`src/rtl/id_ex_stage.sv`:
```
// ID/EX pipeline register with load-use hazard detection, branch-flush squashing
// and saturating stall/bubble performance counters.
module id_ex_stage #(
  parameter int unsigned XLEN = 64,
  parameter int unsigned RW   = 5,
  parameter int unsigned CW   = 32
) (
  input  logic            clk,
  input  logic            rst_n,
  input  logic            id_valid,
  input  logic [XLEN-1:0] id_pc,
  input  logic [RW-1:0]   id_rs1,
  input  logic [RW-1:0]   id_rs2,
  input  logic [RW-1:0]   id_rd,
  input  logic [XLEN-1:0] id_rd1,
  input  logic [XLEN-1:0] id_rd2,
  input  logic [XLEN-1:0] id_imm,
  input  logic            id_reg_write,
  input  logic            id_mem_read,
  input  logic            id_mem_write,
  input  logic            id_mem_to_reg,
  input  logic            id_alu_src,
  input  logic            id_branch,
  input  logic [1:0]      id_alu_op,
  input  logic            flush,
  output logic            ex_valid,
  output logic [XLEN-1:0] ex_pc,
  output logic [XLEN-1:0] ex_rd1,
  output logic [XLEN-1:0] ex_rd2,
  output logic [XLEN-1:0] ex_imm,
  output logic [RW-1:0]   ex_rs1,
  output logic [RW-1:0]   ex_rs2,
  output logic [RW-1:0]   ex_rd,
  output logic            ex_reg_write,
  output logic            ex_mem_read,
  output logic            ex_mem_write,
  output logic            ex_mem_to_reg,
  output logic            ex_alu_src,
  output logic            ex_branch,
  output logic [1:0]      ex_alu_op,
  output logic            stall,
  output logic            pc_write,
  output logic            if_id_write,
  output logic [CW-1:0]   stall_cnt,
  output logic [CW-1:0]   bubble_cnt
);

  logic          hazard;
  logic          capture;
  logic          bubble;
  logic          ctrl_en;
  logic [CW-1:0] stall_cnt_d;
  logic [CW-1:0] bubble_cnt_d;

  // A load in EX feeding the ID instruction; x0 is hard-wired so never conflicts.
  assign hazard = id_valid & ex_valid & ex_mem_read & (ex_rd != '0) &
                  ((ex_rd == id_rs1) | (ex_rd == id_rs2));

  assign stall       = hazard & ~flush;
  assign pc_write    = ~stall;
  assign if_id_write = ~stall;

  assign capture = ~flush & ~stall;
  assign bubble  = flush | stall | ~id_valid;
  // Invalid slots must never write registers or memory.
  assign ctrl_en = capture & id_valid;

  always_comb begin
    stall_cnt_d  = stall_cnt;
    bubble_cnt_d = bubble_cnt;
    if (stall && (stall_cnt != {CW{1'b1}})) begin
      stall_cnt_d = stall_cnt + CW'(1);
    end
    if (bubble && (bubble_cnt != {CW{1'b1}})) begin
      bubble_cnt_d = bubble_cnt + CW'(1);
    end
  end

  always_ff @(posedge clk or negedge rst_n) begin
    if (!rst_n) begin
      ex_valid      <= 1'b0;
      ex_pc         <= '0;
      ex_rd1        <= '0;
      ex_rd2        <= '0;
      ex_imm        <= '0;
      ex_rs1        <= '0;
      ex_rs2        <= '0;
      ex_rd         <= '0;
      ex_reg_write  <= 1'b0;
      ex_mem_read   <= 1'b0;
      ex_mem_write  <= 1'b0;
      ex_mem_to_reg <= 1'b0;
      ex_alu_src    <= 1'b0;
      ex_branch     <= 1'b0;
      ex_alu_op     <= 2'b00;
      stall_cnt     <= '0;
      bubble_cnt    <= '0;
    end else begin
      ex_valid      <= ctrl_en;
      ex_pc         <= capture ? id_pc  : '0;
      ex_rd1        <= capture ? id_rd1 : '0;
      ex_rd2        <= capture ? id_rd2 : '0;
      ex_imm        <= capture ? id_imm : '0;
      ex_rs1        <= capture ? id_rs1 : '0;
      ex_rs2        <= capture ? id_rs2 : '0;
      ex_rd         <= capture ? id_rd  : '0;
      ex_reg_write  <= ctrl_en & id_reg_write;
      ex_mem_read   <= ctrl_en & id_mem_read;
      ex_mem_write  <= ctrl_en & id_mem_write;
      ex_mem_to_reg <= ctrl_en & id_mem_to_reg;
      ex_alu_src    <= ctrl_en & id_alu_src;
      ex_branch     <= ctrl_en & id_branch;
      ex_alu_op     <= ctrl_en ? id_alu_op : 2'b00;
      stall_cnt     <= stall_cnt_d;
      bubble_cnt    <= bubble_cnt_d;
    end
  end

endmodule

```
`config.mk`:
```
export PLATFORM = sky130hd
export DESIGN_NAME = id_ex_stage
export DESIGN_NICKNAME = d
export VERILOG_FILES = /design/src/rtl/id_ex_stage.sv
export SDC_FILE = /design/constraint.sdc
export NUM_CORES = 1
export LEC_CHECK = 0
export ABC_CLOCK_PERIOD_IN_PS = 3100
export BUFFER_PORTS_ARGS = -buffer_cell sky130_fd_sc_hd__buf_4
export CORE_AREA = 10 10 236 238
export CTS_BUF_LIST = sky130_fd_sc_hd__clkbuf_4
export CTS_CLUSTER_DIAMETER = 40
export DETAILED_ROUTE_END_ITERATION = 8
export DIE_AREA = 0 0 246 248
export SLEW_MARGIN = 0
export SYNTH_ARGS = -nofsm -noshare
export SYNTH_HDL_FRONTEND = slang
export SYNTH_SLANG_ARGS = --single-unit
```
`constraint.sdc`:
```
create_clock -name clk -period 3.1 [get_ports clk]
set_input_delay 0.31 -clock clk [delete_from_list [all_inputs] [get_ports clk]]
set_output_delay 0.31 -clock clk [all_outputs]
set_load 0.03 [all_outputs]
```
* Word-level counts from Yosys, hierarchy flattened
Index checks and enable logic that the tools add are counted.
Storage, ports and cells: register bits 344, input port bits 283, output and inout bits 347, word-level logic and storage cells 53
Operators by class: add/sub/neg operators 2, equality and inequality tests 4, mux-type cells 8, bitwise logic cells 19, reductions and logical operators 3
Operators by type and width (number):
- 64-bit two-way mux | 4
- 32-bit by 1-bit adder with 32-bit output (second input constant) | 2
- 32-bit inequality test (second input constant) | 2
- 5-bit two-way mux | 3
- 1-bit bitwise AND | 13
- 5-bit equality test | 2
- 5-bit nonzero test | 1
- 1-bit inverter | 3
- 1-bit bitwise OR | 3
- 1-bit logical AND | 2
- 2-bit two-way mux | 1

* Depth between registers and ports, before layout
Gate-level depths: netlist of run 1.
depth in word-level cells 9, gate-level depth with buffers 8, gate-level depth less buffers 7

* Worst setup path after synthesis of run 1
No wires, ideal clock.
path type flip-flop to output port, start point register ex_rd[4], end point output port stall, arrival time 1.872 ns, data required time 2.790 ns, path slack 0.918 ns, stages on the path, launching flop included 7, path buffers 1, cells stage by stage dfrtp_1 > xnor2_1 > nand3_1 > o22ai_1 > nand3b_1 > buf_2 > inv_1
Between the ends: word-level cells in the longest chain between the ends 4, elaborated cells between the ends (all ways) 7, those cells by class 2 x eq/ne; 4 x bitwise; 1 x reduce/logical
RTL lines:
- from (decl) | RTL line 33 | output logic [RW-1:0] ex_rd,
- from (signal assigned) | RTL line 106 | ex_rd <= capture ? id_rd : '0;
- 5-bit equality test or 5-bit nonzero test (tied branches) | RTL line 57, 56
- 1-bit bitwise OR or 1-bit bitwise AND (tied branches) | RTL line 57, 56
- 1-bit bitwise AND (*) | RTL line 56 | assign hazard = id_valid & ex_valid & ex_mem_read & (ex_rd != '0) &
- 1-bit bitwise AND (*) | RTL line 59 | assign stall = hazard & ~flush;
- to (decl) | RTL line 41 | output logic stall,
Mark *: on every way between the ends. The rest lies on a longest branch, timed or not.

* Final worst setup path of run 1
Ends and elaborated chain as after synthesis.

==> results of run 1 <==
-- worst register-to-register path, cell delays in order, from the launching register on --
cell	delay (ps)
dfrtp_1	440
xnor2_1	190
nand3_1	140
o221a_2	360
or4b_1	750
nor3_2	250
xor2_1	150
-- metrics by stage --
stage               total power [mW]   util
finish                          10.9  0.431
global route                    11.4  0.431
CTS                             11.1  0.430
detailed placement              6.58  0.349
global placement                6.57  0.349
floorplan                       5.64      -
-- timing repair --
item | CTS | global route
setup endpoints to repair | 3 | 3
hold buffers | 290 | 0
hold endpoints to repair | 623 | 0
pin swaps | 1 | 0
gates resized for setup | 0 | 1
cloned | 0 | 0
buffers inserted | 2 | 0
-- kinds of logic (layout without fill, tap and decap cells) --
logic type                 count (synthesis)  after routing
and+or+nand+nor                          437            437
DFF                                      344            344
xor gates and xnor gates                  70             70
buffers and inverters                     50           1112
AOI/OAI and AO/OA                          5              5
muxes                                      4              4
adders and majority gates                  2              2
other                                      0             12
-- routing by layer --
metal	global-route usage	up-vias	share of wire
li1	-	4956	-
met4	0.0868	6	0.039
met5	0	-	0.00082
met2	0.272	471	0.51
met3	0.0726	128	0.11
met1	0.159	5241	0.34
-- layout make-up --
cell class / count / area share
diodes: 12 / 0.00137
clock buffers: 138 / 0.0472
clock inverters: 22 / 0.00627
inverters: 13 / 0.00222
multi-input cells: 518 / 0.153
flip-flops and latches: 344 / 0.392
well taps: 680 / 0.0387
repair buffers: 939 / 0.360
-- layout by cell type, fill, tap and decap left out, types with 2 or more instances in the layout --
cell type        n
nor4_1           6
dlygate4sd3_1  289
clkbuf_4       138
diode_2         12
and3_1           6
ha_1             2
and3_2           5
clkinv_2         5
nor3_1          17
nor3_2           3
buf_4          640
xor2_1          33
clkinvlp_4       2
and4_1           6
nand2_1         27
xnor2_1         37
clkinv_1        10
clkinv_4         3
inv_1           13
nand3_1         32
nand4_1         13
and2_1         282
dfrtp_1        344
nor2_1          27
buf_12           8
mux2_2           4
-- power by group --
group          internal, mW  total, mW  switching, mW
Combinational         0.939       1.97           1.03
Clock                  2.12       4.06           1.94
Sequential             4.72       4.84          0.123
Total                  7.78       10.9           3.10
-- worst paths after layout --
| path | slack, ps | end | depth (start not counted) | start |
|---|---|---|---|---|
| max in group asynchronous | 2410 | ex_imm[30]$_DFF_PN0_ | 3 | rst_n |
| min in group clk | 190 | ex_valid$_DFF_PN0_ | 5 | id_valid |
| worst min-delay path | 170 | ex_pc[8]$_DFF_PN0_ | 3 | rst_n |
| worst max register to register | 740 | bubble_cnt[22]$_DFFE_PN0P_ | 6 | ex_rd[4]$_DFF_PN0_ |
| worst max-delay path | 330 | stall | 7 | ex_rd[4]$_DFF_PN0_ |
| worst min register to register | 500 | stall_cnt[4]$_DFFE_PN0P_ | 1 | stall_cnt[4]$_DFFE_PN0P_ |
==> impl_metrics.csv, run 1 <==
group,metric,value,unit
status,status,"finished clean",
floorplanning,rows,83,
worst_setup_path,crit_fanout,6,
synth,syn_nets,1197,
worst_setup_path,slowest_delay,440,ps
grt,grt_usage,0.159,
route,routed_wl,50000,µm
flow_run,max_cap_violations,0,
route,wire_per_inst,18.7,µm
sta,setup_viol,0,
synth,yosys.area.top_type,"dfrtp_1",
sta,period_share,0.892,
synth,ys_seq_area_frac,0.709,
sta,fin_tns_setup,0,ps
synth,synth_area,0.0121,mm²
sta,hold_viol,0,
place,dpl_cell_area,0.0178,mm²
place,gp_congestion,0.846,
synth,muxShareOfSynthArea,0.00371,
grt,grt_pass1_wl,74000,µm
synth,synth_cell_types,38,
place,place_ws,387,ps
cells_and_area,layout.cells.non_filler,2666,
floorplanning,core-area,0.0510,mm²
worst_setup_path,start_kind,"flop",
sta,worst_pin_slew,668,ps
clock_network,cts_buffers,96,
sta,drv_slew,0,
synth,synth_xor_area_frac,0.0505,
route,drt_first_iter_violations,388,
sta,slew_headroom,0.554,
route,drcViolationCount,0,
synth,ys_warn_count,0,
hold_path,hold_path.class,"input port to asynchronous set/reset pin",
worst_setup_path,cp.required,2790,ps
floorplanning,die_h,248,µm
synth,yosys_most_used_dff,"dfrtp_1",
synth,synth_compound_area_frac,0.00330,
clock_network,cts_tree,"built",
synth,synth.ff_latch_count,344,
sta,fin_worst_skew,55.6,ps
floorplanning,die_x,246,µm
cells_and_area,regArea,0.00861,mm²
cells_and_area,final_layout_size_suffix_gt1_frac,0.417,
power,power.density,495,mW/mm²
cells_and_area,fillers,4644,
clock_network,cts_max_level,3,
cells_and_area,final_cell_area,0.0220,mm²
clock_network,clk_path_buf_depth,3,
route,drt_pre_antenna_iters,4,
route,avgViaCountPerCell,4.05,
place,io_buffer_count,629,
clock_network,clockRootBuffer,"clkbuf_4",
sta,rsz0062_at_grt,"no",
sta,min_period,2770,ps
worst_setup_path,endpoint_kind,"primary output",
synth,syn_inst,912,
synth,synthSimpleGateAreaFrac,0.215,
place,dp_cells,2202,
route,dr_total_vias,10802,
grt,antenna_found_initial,14,
clock_network,clkLatencyLatePin,830,ps
floorplanning,die_area,0.0610,mm²
cells_and_area,area_delta_synth_final,80.9,%
sta,finalHoldWorstSlack,174,ps
synth,synth_top_family_by_area,"simple AND/OR/NAND/NOR gates",
worst_setup_path,critPathBufInv,3,
cells_and_area,multi_input_comb_area,0.00335,mm²
worst_setup_path,cp_cell_sequence,"xnor2_1 > nand3_1 > o22ai_2 > nand3b_1 > buf_4 > inv_1 > buf_4",
clock_network,cts.clk_slew.worst_paths,70,ps
synth,synth-adder-area-share,0.00206,
power,peakVddDrop,276,µV
synth,synth-edff-count,0,
power,p_leak,11.1,nW
place,hpwl,36000,µm
synth,syn_area_per_cell,13.3,µm²
sta,setup_ws,335,ps
worst_setup_path,cpLargestDelayFamily,"flip-flops",
synth,ys_top_cells_by_count,"344 x dfrtp_1, 282 x and2_1, 37 x xnor2_1",
worst_setup_path,worstPathArrival,2460,ps
worst_setup_path,worstSetupPathType,"flop to primary output",
synth,synth.most_common_cell,"dfrtp_1",
route,ant_nets,0,
synth,async_reset_ff_frac,1.00,
worst_setup_path,path_common_cell,"buf_4",
floorplanning,start_util,0.238,
grt,gr-total-overflow,0,
worst_setup_path,slowest_stage,"dfrtp_1",
synth,synthTopCellsByArea,"dfrtp_1 71%, and2_1 15%, xnor2_1 2.7%",
grt,grt_pass1_vias,12367,
grt,grt_max_degree,80,
floorplanning,num_io_pins,630,
sta,max_freq,0.362,GHz
cells_and_area,fin_nets,2197,
clock_network,numClockSinks,344,
synth,synth_top_cell_area_share,0.709,
Power figures use the tool's default switching activity.
==> run 2: changes to the inputs <==
CELL_PAD_IN_SITES_DETAIL_PLACEMENT = 1   (was default)
CELL_PAD_IN_SITES_GLOBAL_PLACEMENT = 1   (was default)
CORE_AREA = 10 10 238 240   (was 10 10 236 238)
DIE_AREA = 0 0 248 250   (was 0 0 246 248)
PLACE_DENSITY_LB_ADDON = 0.1   (was default)
==> run 2 against run 1 <==
  * Clock power up 7.6%
  * Count of clock-buffer cells in the layout up 4
  * Non-clock buffer count up 3
  * Die area up 1.6%
  * Register-to-register slack worse by 310 ps
  * Via count down 0.25%
  * Cell area up 0.40%
  * Critical endpoint unchanged
==> impl_metrics.csv, run 2 (same netlist as run 1, synthesis figures left out) <==
group,metric,value,unit
status,status,"finished clean",
route,drcViolationCount,0,
sta,fin_tns_setup,0,ps
route,wire_per_inst,22.4,µm
clock_network,cts.clk_slew.worst_paths,70,ps
power,p_leak,11.2,nW
worst_setup_path,worstPathArrival,2530,ps
route,dr_total_vias,10775,
sta,period_share,0.917,
power,power,11.2,mW
clock_network,numClockSinks,344,
grt,grt_usage,0.192,
route,ant_nets,0,
place,hpwl,46000,µm
power,internal_power,8.06,mW
clock_network,clkLatencyLatePin,840,ps
grt,gr-total-overflow,0,
cells_and_area,final_cell_mix,"640 x buf_4, 343 x dfrtp_1, 295 x dlygate4sd3_1, 282 x and2_1, 142 x clkbuf_4",
cells_and_area,final_cell_area,0.0221,mm²
grt,antenna_found_initial,12,
sta,slew_headroom,0.299,
sta,finalHoldWorstSlack,136,ps
sta,min_period,2840,ps
power,p_sw_frac,0.283,
grt,grt_max_degree,146,
cells_and_area,area_delta_synth_final,81.6,%
power,p_comb_frac,0.180,
place,gp_congestion,0.796,
route,avgViaCountPerCell,4.02,
flow_run,max_cap_violations,0,
grt,grt_pass1_wl,87100,µm
clock_network,clockRootBuffer,"clkbuf_4",
cells_and_area,layout_commonest_cell,"buf_4",
place,dpl_cell_area,0.0178,mm²
worst_setup_path,cp.depth,7,
worst_setup_path,endpoint_kind,"primary output",
floorplanning,core-area,0.0520,mm²
route,met3_length,5550,µm
floorplanning,die_area,0.0620,mm²
hold_path,hold_path.class,"input port to asynchronous set/reset pin",
clock_network,cts_tree,"built",
place,io_buffer_count,629,
worst_setup_path,worstSetupPathType,"flop to primary output",
power,power.density,510,mW/mm²
route,drt_pre_antenna_iters,4,
route,route.met2.wl,31000,µm
clock_network,clk_path_buf_depth,3,
floorplanning,start_util,0.233,
worst_setup_path,critPathBufInv,4,
cells_and_area,fin_nets,2206,
power,power_switching,3.18,mW
worst_setup_path,cp.required,2790,ps
floorplanning,rows,84,
sta,setup_viol,0,
route,met1_length,21300,µm
grt,grt_pass1_vias,12491,
worst_setup_path,start_kind,"flop",
worst_setup_path,slowest_stage,"dfrtp_2",
route,drt_first_iter_violations,332,
clock_network,cts_max_level,3,
route,routed.top_layer,"met5",
route,routed_wl,60100,µm
clock_network,post_cts_buffers,0,
sta,hold_viol,0,
worst_setup_path,crit_fanout,16,
floorplanning,num_io_pins,630,
worst_setup_path,cp_cell_sequence,"nor3_2 > a21oi_2 > buf_4 > nand3b_1 > buf_4 > inv_1 > buf_4",
worst_setup_path,ff2ff_path_depth,7,
clock_network,cts_buffers,102,
worst_setup_path,path_common_cell,"buf_4",
power,peakVddDrop,305,µV
power,clock_power_share,0.389,
cells_and_area,fin_util,0.424,
floorplanning,die_h,250,µm
sta,fin_worst_skew,55.5,ps
sta,drv_slew,0,
sta,max_freq,0.352,GHz
floorplanning,die_x,248,µm
power,p_seq_frac,0.431,
sta,worst_pin_slew,1050,ps
worst_setup_path,slowest_delay,450,ps
cells_and_area,final_layout_size_suffix_gt1_frac,0.416,
worst_setup_path,cpLargestDelayFamily,"buffers and inverters",
## run 2: changes by cell type in the layout (fill, tap and decap cells not counted), sizes merged
cell / before / now
diode: 12 / 13
dlygate4sd3: 289 / 295
clkinv: 18 / 14
bufinv: 1 / 4
clkbuf: 138 / 142
clkinvlp: 2 / 0
buf: 650 / 647
## run 2: layer usage
| layer | up-vias | track usage |
|---|---|---|
| met5 | - | 0 |
| met4 | 6 | 0.0812 |
| met3 | 113 | 0.0891 |
| met2 | 404 | 0.327 |
| met1 | 5283 | 0.199 |
| li1 | 4969 | - |
## run 2: layout make-up
cell class / count / area, µm²
Antenna cell: 13 / 32.5
Clock buffer: 142 / 1070
Clock inverter: 19 / 184
Tap cell: 688 / 861
Sequential cell: 344 / 8610
Inverter: 13 / 48.8
Timing Repair Buffer: 942 / 7890
Fill cell: 5694 / 30000
Multi-Input combinational cell: 518 / 3360
## run 2: worst paths after layout
check	start	endpoint	slack [ps]
max	ex_rd[1]$_DFF_PN0_	stall	260
min	rst_n	ex_pc[11]$_DFF_PN0_	140
max reg2reg	ex_rd[1]$_DFF_PN0_	bubble_cnt[17]$_DFFE_PN0P_	430
min reg2reg	stall_cnt[14]$_DFFE_PN0P_	stall_cnt[14]$_DFFE_PN0P_	490
max in group asynchronous	rst_n	stall_cnt[12]$_DFFE_PN0P_	2100
min in group clk	id_rd1[24]	ex_rd1[24]$_DFF_PN0_	220
## run 2: power by group through the flow
stage / Clock (mW) / Combinational, mW / Sequential (mW)
finish: 4.37 / 2.03 / 4.84
global route: 4.86 / 2.16 / 4.87
CTS: 4.58 / 2.07 / 4.84
detailed placement: 0 / 1.73 / 4.92
global placement: 0 / 1.72 / 4.91
floorplan: 0 / 0.261 / 5.38
## run 2: through the flow
step                setup WS [ps]  instances
global route                -2.76       2678
finish                        259       2679
global placement              353       2210
floorplan                     918        912
detailed placement            397       2210
CTS                          84.5       2666
## run 2: what timing repair did
action | CTS | global route
resized for setup | 1 | 2
endpoints found under the hold margin | 372 | 0
setup endpoints to repair | 3 | 3
hold buffers | 295 | 0
